File: src/rtl/spi_wb_bridge.sv
// spi_wb_bridge: SPI (mode 0) slave to Wishbone B4 pipelined master, one transaction at a time.
// Define SPI_WB_AUTOINC_EN to turn extra write-frame bytes into writes at incrementing addresses.
module spi_wb_bridge #(
    parameter int WB_ADDR_WIDTH = 20,
    parameter int DATA_WIDTH    = 8
) (
    input  logic                     wb_clock_i,
    input  logic                     wb_reset_i,
    input  logic                     spi_cs_ni,
    input  logic                     spi_sck_i,
    input  logic                     spi_sdi_i,
    output logic                     spi_sdo_o,
    output logic                     spi_ready_o,
    output logic                     overrun_o,
    output logic [WB_ADDR_WIDTH-1:0] wb_addr_o,
    output logic [DATA_WIDTH-1:0]    wb_data_o,
    input  logic [DATA_WIDTH-1:0]    wb_data_i,
    output logic                     wb_we_o,
    output logic                     wb_cycle_o,
    output logic                     wb_strobe_o,
    input  logic                     wb_stall_i,
    input  logic                     wb_ack_i
);
    typedef enum logic [1:0] {IDLE, REQ, WAIT_ACK} state_t;

    state_t                   state_q, state_d;
    logic [1:0]               cs_sync_q, sck_sync_q, sdi_sync_q;
    logic                     cs_prev_q, sck_prev_q;
    logic [2:0]               bit_q, bit_d, byte_q, byte_d;
    logic [DATA_WIDTH-1:0]    shift_q, shift_d, miso_q, miso_d, rdata_q, rdata_d;
    logic [DATA_WIDTH-1:0]    wb_data_q, wb_data_d;
    logic [1:0]               cmd_q, cmd_d;
    logic [WB_ADDR_WIDTH-1:0] faddr_q, faddr_d, wb_addr_q, wb_addr_d, req_addr;
    logic                     done_q, done_d, wb_we_q, wb_we_d;
    logic                     overrun_q, overrun_d, ready_q, ready_d;
    logic                     cs_s, sck_s, sdi_s, cs_fall, cs_rise, sck_rise, sck_fall;
    logic                     fire, req_we, ack_ok;
    logic [DATA_WIDTH-1:0]    sh;

    assign cs_s     = cs_sync_q[1];
    assign sck_s    = sck_sync_q[1];
    assign sdi_s    = sdi_sync_q[1];
    assign cs_fall  = cs_prev_q & ~cs_s;
    assign cs_rise  = ~cs_prev_q & cs_s;
    assign sck_rise = ~sck_prev_q & sck_s & ~cs_s;
    assign sck_fall = sck_prev_q & ~sck_s & ~cs_s;
    assign sh       = {shift_q[DATA_WIDTH-2:0], sdi_s};

    always_comb begin
        bit_d     = bit_q;
        byte_d    = byte_q;
        shift_d   = shift_q;
        miso_d    = miso_q;
        cmd_d     = cmd_q;
        faddr_d   = faddr_q;
        done_d    = done_q;
        fire      = 1'b0;
        req_addr  = faddr_q;
        req_we    = cmd_q == 2'b10;
        if (cs_fall || cs_rise) begin
            bit_d  = 3'd0;
            byte_d = 3'd0;
            done_d = 1'b0;
        end
        if (cs_fall)
            miso_d = rdata_q;
        if (sck_fall)
            miso_d = {miso_q[DATA_WIDTH-2:0], 1'b0};
        if (sck_rise) begin
            bit_d   = bit_q + 3'd1;
            shift_d = sh;
            if (bit_q == 3'd7) begin
                byte_d = byte_q == 3'd4 ? 3'd4 : byte_q + 3'd1;
                if (byte_q == 3'd0) begin
                    cmd_d                        = sh[7:6];
                    faddr_d[WB_ADDR_WIDTH-1:16] = sh[3:0];
                end
                if (byte_q == 3'd1)
                    faddr_d[15:8] = sh;
                if (byte_q == 3'd2) begin
                    faddr_d[7:0] = sh;
                    req_addr     = {faddr_q[WB_ADDR_WIDTH-1:8], sh};
                    fire         = cmd_q == 2'b11;
                end
                if (byte_q == 3'd3)
                    fire = cmd_q == 2'b10;
`ifdef SPI_WB_AUTOINC_EN
                // each further byte of a write frame targets the next address, wrapping at the top
                if (byte_q == 3'd4 && cmd_q == 2'b10) begin
                    req_addr = faddr_q + WB_ADDR_WIDTH'(1);
                    faddr_d  = req_addr;
                    fire     = 1'b1;
                end
`endif
                done_d = done_q | fire;
            end
        end
    end

    assign ack_ok = wb_ack_i && (state_q == WAIT_ACK || (state_q == REQ && !wb_stall_i));

    always_comb begin
        state_d   = state_q;
        wb_addr_d = wb_addr_q;
        wb_data_d = wb_data_q;
        wb_we_d   = wb_we_q;
        overrun_d = overrun_q;
        rdata_d   = ack_ok && !wb_we_q ? wb_data_i : rdata_q;
        if (fire && state_q == IDLE) begin
            state_d   = REQ;
            wb_addr_d = req_addr;
            wb_we_d   = req_we;
            wb_data_d = req_we ? sh : wb_data_q;
        end else if (fire)
            overrun_d = 1'b1;
        if (state_q == REQ && !wb_stall_i)
            state_d = wb_ack_i ? IDLE : WAIT_ACK;
        if (state_q == WAIT_ACK && wb_ack_i)
            state_d = IDLE;
        ready_d = state_d == IDLE && (cs_s || done_d);
    end

    always_ff @(posedge wb_clock_i) begin
        if (wb_reset_i) begin
            state_q    <= IDLE;
            cs_sync_q  <= 2'b11;
            sck_sync_q <= 2'b00;
            sdi_sync_q <= 2'b00;
            cs_prev_q  <= 1'b1;
            sck_prev_q <= 1'b0;
            bit_q      <= 3'd0;
            byte_q     <= 3'd0;
            shift_q    <= '0;
            miso_q     <= '0;
            rdata_q    <= '0;
            cmd_q      <= 2'b00;
            faddr_q    <= '0;
            done_q     <= 1'b0;
            wb_addr_q  <= '0;
            wb_data_q  <= '0;
            wb_we_q    <= 1'b0;
            overrun_q  <= 1'b0;
            ready_q    <= 1'b1;
        end else begin
            state_q    <= state_d;
            cs_sync_q  <= {cs_sync_q[0], spi_cs_ni};
            sck_sync_q <= {sck_sync_q[0], spi_sck_i};
            sdi_sync_q <= {sdi_sync_q[0], spi_sdi_i};
            cs_prev_q  <= cs_s;
            sck_prev_q <= sck_s;
            bit_q      <= bit_d;
            byte_q     <= byte_d;
            shift_q    <= shift_d;
            miso_q     <= miso_d;
            rdata_q    <= rdata_d;
            cmd_q      <= cmd_d;
            faddr_q    <= faddr_d;
            done_q     <= done_d;
            wb_addr_q  <= wb_addr_d;
            wb_data_q  <= wb_data_d;
            wb_we_q    <= wb_we_d;
            overrun_q  <= overrun_d;
            ready_q    <= ready_d;
        end
    end

    assign spi_sdo_o   = miso_q[DATA_WIDTH-1];
    assign spi_ready_o = ready_q;
    assign overrun_o   = overrun_q;
    assign wb_addr_o   = wb_addr_q;
    assign wb_data_o   = wb_data_q;
    assign wb_we_o     = wb_we_q;
    assign wb_cycle_o  = state_q != IDLE;
    assign wb_strobe_o = state_q == REQ;
endmodule

File: config.mk
export PLATFORM = sky130hd
export DESIGN_NAME = spi_wb_bridge
export DESIGN_NICKNAME = d
export VERILOG_FILES = /design/src/rtl/spi_wb_bridge.sv
export SDC_FILE = /design/constraint.sdc
export NUM_CORES = 1
export LEC_CHECK = 0
export ABC_AREA = 1
export BUFFER_PORTS_ARGS = -buffer_cell sky130_fd_sc_hd__buf_2
export CAP_MARGIN = 10
export CORE_MARGIN = 2
export CORE_UTILIZATION = 45
export CTS_CLUSTER_SIZE = 40
export DETAILED_ROUTE_END_ITERATION = 8
export HOLD_SLACK_MARGIN = 0.15
export PLACE_DENSITY = 0.67
export SLEW_MARGIN = 20
export SYNTH_ARGS = -nofsm -noshare
export SYNTH_HDL_FRONTEND = slang
export SYNTH_SLANG_ARGS = --single-unit
File: constraint.sdc
create_clock -name wb_clock_i -period 1.6 [get_ports wb_clock_i]
set_input_delay 0.08 -clock wb_clock_i [delete_from_list [all_inputs] [get_ports wb_clock_i]]
set_output_delay 0.08 -clock wb_clock_i [all_outputs]
set_load 0.03 [all_outputs]
==> qor.txt, run 1 <==
Status: complete, no violations
Largest net degree at the start of global routing: 42
Post-route ant nets: 0
Antenna cells: 0
Slowest stage delay, CP: 370 ps
Max_cap viols: 0
CP max stage cell: dfxtp_4
RR Startpoint: bit_q[0]
Clock skew: 7.99 ps
Mapped Nets: 500
Initial Util: 45.6%
Die ar.: 0.00895 mm^2
Wire length per cell: 12.2 um
#FFs+latches synth: 93
Final period util: 98.1%
Clock Tree Buf Depth: 2
FMAX: 0.637 GHz
DRC Markers: 0
Critical path endpoint: wb_addr_o[7]
CTS tree: built
Routability cong.: 0.834
Post-route setup slack: 31.1 ps
Setup slack at placement: -108 ps
Yosys top cell area share: 50.4%
H-tree lvl count: 3
DR pass1 iterations: 4
Pleak: 2.22 nW
DPL Wire Length: 5230 um
Die X: 94.6 um
Layout cells sized above 1: 22.9%
WP buf/inv: 2
Via/cell ratio: 4.78
Top cells by area, synth: dfxtp_1 (50%), nand2_1 (9.0%), nor2_1 (7.9%), inv_1 (5.8%), a21oi_1 (5.3%)
Clk pwr share: 39.7%
Worst Path Required: 1860 ps
GRT Residual Overflow: 0
Setup CP Type: reg -> reg
Critical path capture point type: flop
Yosys warning count: 0
I/O pins: 49
Peak supply drop: 0.000582 V
Area grow syn2layout: 27.7%
Total CTS buffers: 9
Slew headroom: 78.2%
Post-Synthesis Cells: 477
Antenna violations before repair: 0
Global-route wire length before repair: 12,900 um
Seq pwr share: 56.8%
Fin Setup TNS: 0 ps
Logic pwr share: 3.5%
Clk_lat worst skew: 350 ps
Sw power: 0.000863 W
Final core occ: 58.3%
Routed wire length: 8110 um
Cell area after synthesis: 0.00369 mm^2
Final Power: 0.00410 W
Clk slew on worst S/H paths: 80 ps
Critical path data arrival time: 1830 ps
Worst path depth: 10
Critical path cell sequence: ha_4 > ha_4 > nand3_4 > nor2_8 > nand3_4 > inv_6 > clkbuf_16 > nand2_1 > nand2_1 > nor2_1
Height of the die: 94.6 um
Worst-margin pin slew: 327 ps
Port Buf Inserts: 48
Syn Area/Cell: 7.74 um^2
CP Launch Point: bit_q[0]
PD cells: 869 mW/mm^2
RSZ-0062 raised after global routing: yes
Type of origin of the critical path: flop
Clk root buf: clkbuf_8
Worst-case reg-to-reg path depth: 10
Core ar.: 0.00809 mm^2
Sequential element share of the synthesized area: 50.4%
Worst hold path class: in -> reg
WHS: 178 ps
Pins Over Slew Limit: 0
Num rows: 33
Number of DRC markers in iteration 0: 147
Reg2reg end: wb_addr_o[7]
Net switching share of the total power: 21.0%
Cell-internal power: 0.00324 W
Vias in the first global route: 2,866
Reg2reg setup slack: 30 ps
Distinct cell type count of the synthesized netlist: 28
Final setup vio count: 0
Min Tclk post-route: 1570 ps
Clock sinks: 93
Via Count: 3,176
GRT Total Usage: 18.6%
Crit-path leading delay family: simple AND/OR/NAND/NOR gates
Worst-path maximum fanout: 4
Final Hold Vio Count: 0
Cell taking the most area after synthesis: dfxtp_1
Fin nets: 578
-- through the flow --
step	cell area, um^2	std cells
2_1_floorplan	3700	477
3_3_place_gp	4160	630
3_5_place_dp	4160	630
4_1_cts	4540	660
5_1_grt	4720	665
6_report	4720	665
-- how the worst min path moves through the flow --
stage / startpoint / end / slack (ps) / cells after the start
after global placement: spi_cs_ni / cs_sync_q[0] / 280 / 2
after floorplan: spi_cs_ni / cs_sync_q[0] / 180 / 1
after detailed placement: spi_cs_ni / cs_sync_q[0] / 280 / 2
after global routing: wb_ack_i / rdata_q[4] / 170 / 4
after CTS: wb_ack_i / rdata_q[4] / 160 / 4
final: wb_ack_i / rdata_q[4] / 180 / 4
-- power by group through the flow --
stage          combinational (W)  clock, W  sequential [W]
2_1_floorplan          0.0000701         0         0.00239
3_3_place_gp            0.000114         0         0.00239
3_5_place_dp            0.000114         0         0.00239
4_1_cts                 0.000139   0.00167         0.00233
5_1_grt                 0.000156   0.00176         0.00233
6_report                0.000142   0.00163         0.00233
-- registers in the layout, summed over array words and instances, names as in the netlist, 2 cells and up --
signal and cells:
rdata_q 8, wb_data_o 8, state_q 2, bit_q 3, shift_q 7, faddr_q 20, wb_addr_o 20, cs_sync_q 2
sdi_sync_q 2, miso_q 8, cmd_q 2, sck_sync_q 2, byte_q 3
-- placed cells by master (no fill, tap or decap), drive strengths merged, types with 7 or more instances in the layout --
master,count
dfxtp,93
nand2,90
nor2,82
buf,73
inv,58
a21oi,39
o21ai,32
nand3,28
clkbuf,15
dlygate4sd3,13
o21bai,12
ha,8
a31oi,7
-- synth_stat cells (all sizes together) --
library cell and instances:
dfxtp 93, nand2 90, nor2 82, inv 58, a21oi 39, o21ai 32, nand3 28, o21bai 12
buf 11, clkbuf 10, ha 8, a31oi 7, or2 2, a21boi 1, a32oi 1, clkinv 1
nand4 1, nor4 1
-- cell type report --
class                   count  area, um^2
clock buffers              13         169
clock inverters             3        42.5
fillers                   791        3380
inverters                  59         229
multi-input cells         304        1590
flip-flops and latches     93        1870
well taps                 105         131
repair buffers             88         682
-- routing by layer --
layer / vias to the layer above / wire [um] / GRT usage, %
met1: 1429 / 3870 / 24.0
met4: 0 / 158 / 6.40
met5: - / 0 / 0
li1: 1667 / - / -
met2: 65 / 3770 / 30.5
met3: 15 / 315 / 4.87
-- worst reg2reg max path: stages, from the launching register on --
cell and delay, ps:
dfxtp_4 370, ha_4 140, ha_4 130, nand3_4 120, nor2_8 180, nand3_4 120
inv_6 120, clkbuf_16 140, nand2_1 50, nand2_1 60, nor2_1 40
-- timing repair --
item / in CTS / in global routing
setup buffers: 1 / 3
pin swaps: 1 / 12
resized for setup: 7 / 31
gates cloned: 0 / 2
hold buffers: 13 / 0
hold endpoints to repair: 20 / 0
endpoints found under the setup margin: 38 / 45
-- cell families (layout without fill, tap and decap cells) --
kind of cell    Yosys count  count (layout)  synth area share [%]
buf+inv                  80             163                  9.01
fa+ha+maj                 8               8                  2.71
compound gates           92              92                  14.0
simple gates            204             204                  23.9
flops                    93              93                  50.4
Power figures use the tool's default switching activity.
==> inputs of run 2 (changes only) <==
--- a/config.mk
+++ b/config.mk
@@ -8,12 +8,15 @@
 export ABC_AREA = 1
 export BUFFER_PORTS_ARGS = -buffer_cell sky130_fd_sc_hd__buf_2
 export CAP_MARGIN = 10
+export CELL_PAD_IN_SITES_DETAIL_PLACEMENT = 0
+export CELL_PAD_IN_SITES_GLOBAL_PLACEMENT = 2
 export CORE_MARGIN = 2
-export CORE_UTILIZATION = 45
+export CORE_UTILIZATION = 30
 export CTS_CLUSTER_SIZE = 40
 export DETAILED_ROUTE_END_ITERATION = 8
 export HOLD_SLACK_MARGIN = 0.15
-export PLACE_DENSITY = 0.67
+export PLACE_DENSITY_LB_ADDON = 0.1
+export SKIP_CTS_REPAIR_TIMING = 1
 export SLEW_MARGIN = 20
 export SYNTH_ARGS = -nofsm -noshare
 export SYNTH_HDL_FRONTEND = slang
==> run 2 against run 1 <==
Effect of this change:
- via count down 2.0%
- sequential share of layout area fell by 1.3 points
- non-clock buffer count rose by 3
- clock power up 31%
- sequential cell count stayed put
- clock-buffer cell count up 1
- critical path type unchanged
- critical endpoint is now wb_data_o[2]
- highest routed layer unchanged
==> qor.txt, run 2 (synthesis gave the netlist of run 1 again) <==
Cell-internal power: 0.00368 W
Net switching share of the total power: 20.3%
DR pass1 iterations: 4
Worst Hold Path EP: state_q[1]
Routability cong.: 0.749
Fill cells: 1,284
Reg2reg end: wb_data_o[2]
WHS: 176 ps
Cells on Worst Hold Path: 6
Port Buf Inserts: 48
Worst-margin pin slew: 380 ps
Min Tclk post-route: 1560 ps
RSZ-0062 raised after global routing: yes
Largest net degree at the start of global routing: 36
Type of origin of the critical path: flop
DPL Wire Length: 6110 um
Post-route ant nets: 0
Num rows: 40
Number of DRC markers in iteration 0: 145
Critical path capture point type: flop
Setup CP Type: reg -> reg
Worst-path maximum fanout: 17
Clock sinks: 93
Total CTS buffers: 9
Final core occ: 40.6%
Peak supply drop: 0.000361 V
Worst Hold Launch: wb_stall_i
CTS tree: built
I/O pins: 49
Sw power: 0.000935 W
GRT Total Usage: 13.9%
FMAX: 0.639 GHz
Layout cells sized above 1: 23.7%
Clock Tree Buf Depth: 2
Slowest stage delay, CP: 360 ps
PD cells: 946 mW/mm^2
Antenna violations before repair: 0
CP max stage cell: dfxtp_4
Final setup vio count: 0
Fin nets: 581
Die ar.: 0.0132 mm^2
Final period util: 97.8%
Via/cell ratio: 4.39
H-tree lvl count: 3
Clk root buf: clkbuf_16
Die X: 115 um
Max_cap viols: 0
Wire length per cell: 12.7 um
Clk_lat worst skew: 340 ps
Core ar.: 0.0120 mm^2
CP Launch Point: byte_q[0]
Area grow syn2layout: 32.0%
Initial Util: 30.7%
Worst-case reg-to-reg path depth: 12
Worst Path Required: 1830 ps
Via Count: 3,114
Antenna cells: 0
Pins Over Slew Limit: 0
Clk slew on worst S/H paths: 60 ps
RR Startpoint: byte_q[0]
Clk pwr share: 46.4%
Vias in the first global route: 2,874
Most frequent cells in the layout: dfxtp_1 (89), nand2_1 (85), nor2_1 (68), inv_1 (55), buf_2 (49)
Clock skew: 4.46 ps
Worst hold path class: in -> reg
GRT Residual Overflow: 0
Final Hold Vio Count: 0
Commonest non-fill, non-tap cell in the layout: dfxtp_1
Global-route wire length before repair: 14,200 um
Seq pwr share: 50.6%
Logic pwr share: 3.0%
Status: complete, no violations
Routed wire length: 8990 um
Slew headroom: 74.7%
Critical path data arrival time: 1800 ps
DRC Markers: 0
Height of the die: 115 um
Pleak: 2.27 nW
Critical path cell sequence: buf_6 > inv_4 > ha_4 > inv_2 > nor2_2 > nand2_1 > nand2_2 > buf_12 > nand4_4 > buf_12 > nor2_1 > nor2_1
Reg2reg setup slack: 40 ps
run 2: cell types whose count changed in the layout (fill, tap and decap cells not counted), moves of 4 or more:
cell       change
o21ai_2        +4
o21ai_0        -5
clkbuf_8      -10
clkbuf_16      +8
run 2: critical path, delay by kind of cell, from the launching register on:
kind | cells | cell delay, ps
buffers and inverters | 5 | 480
adder cells (fa/ha/maj) | 1 | 120
flip-flops | 1 | 360
AND/OR/NAND/NOR | 6 | 480
run 2: per-stage QoR:
stage | area [um^2] | setup TNS (ps) | power (W) | setup WS (ps) | instances
after floorplan | 3700 | 0 | 0.00246 | 19.9 | 477
after global routing | 4880 | -1290 | 0.00481 | -89.2 | 709
final | 4880 | 0 | 0.00461 | 35.0 | 709
after detailed placement | 4230 | -4250 | 0.00251 | -176 | 676
after CTS | 4530 | -4870 | 0.00468 | -191 | 691
after global placement | 4230 | -2900 | 0.00251 | -156 | 676
run 2: area by class of cell:
| cell class | instances | area (um^2) | share of cell area [%] |
|---|---|---|---|
| flip-flops and latches | 93 | 1870 | 38.3 |
| multi-input cells | 304 | 1620 | 33.2 |
| repair buffers | 91 | 683 | 14.0 |
| clock buffers | 14 | 264 | 5.41 |
| inverters | 59 | 229 | 4.70 |
| well taps | 147 | 184 | 3.77 |
| clock inverters | 1 | 30.0 | 0.616 |
run 2: layer usage:
layer / vias up / GRT usage [%] / wire (um)
met1: 1398 / 19.0 / 4610
met5: - / 0 / 0
met4: 0 / 6.02 / 133
met2: 36 / 21.3 / 4030
met3: 10 / 2.69 / 213
li1: 1670 / - / -
run 2: how the worst max path moves through the flow:
stage / slack (ps) / depth (start not counted) / endpoint
6_report: 40 / 12 / wb_data_o[2]
5_1_grt: -90 / 13 / wb_data_o[5]
4_1_cts: -190 / 8 / wb_data_o[0]
3_5_place_dp: -180 / 8 / wb_data_o[0]
3_3_place_gp: -160 / 8 / wb_data_o[0]
2_1_floorplan: 20 / 9 / wb_data_o[0]
run 2: power by group through the flow:
stage          logic [W]  clock network, W  registers (W)
2_1_floorplan  0.0000701                 0        0.00239
3_3_place_gp    0.000121                 0        0.00239
3_5_place_dp    0.000121                 0        0.00239
4_1_cts         0.000122           0.00222        0.00233
5_1_grt         0.000155           0.00232        0.00233
6_report        0.000140           0.00214        0.00233
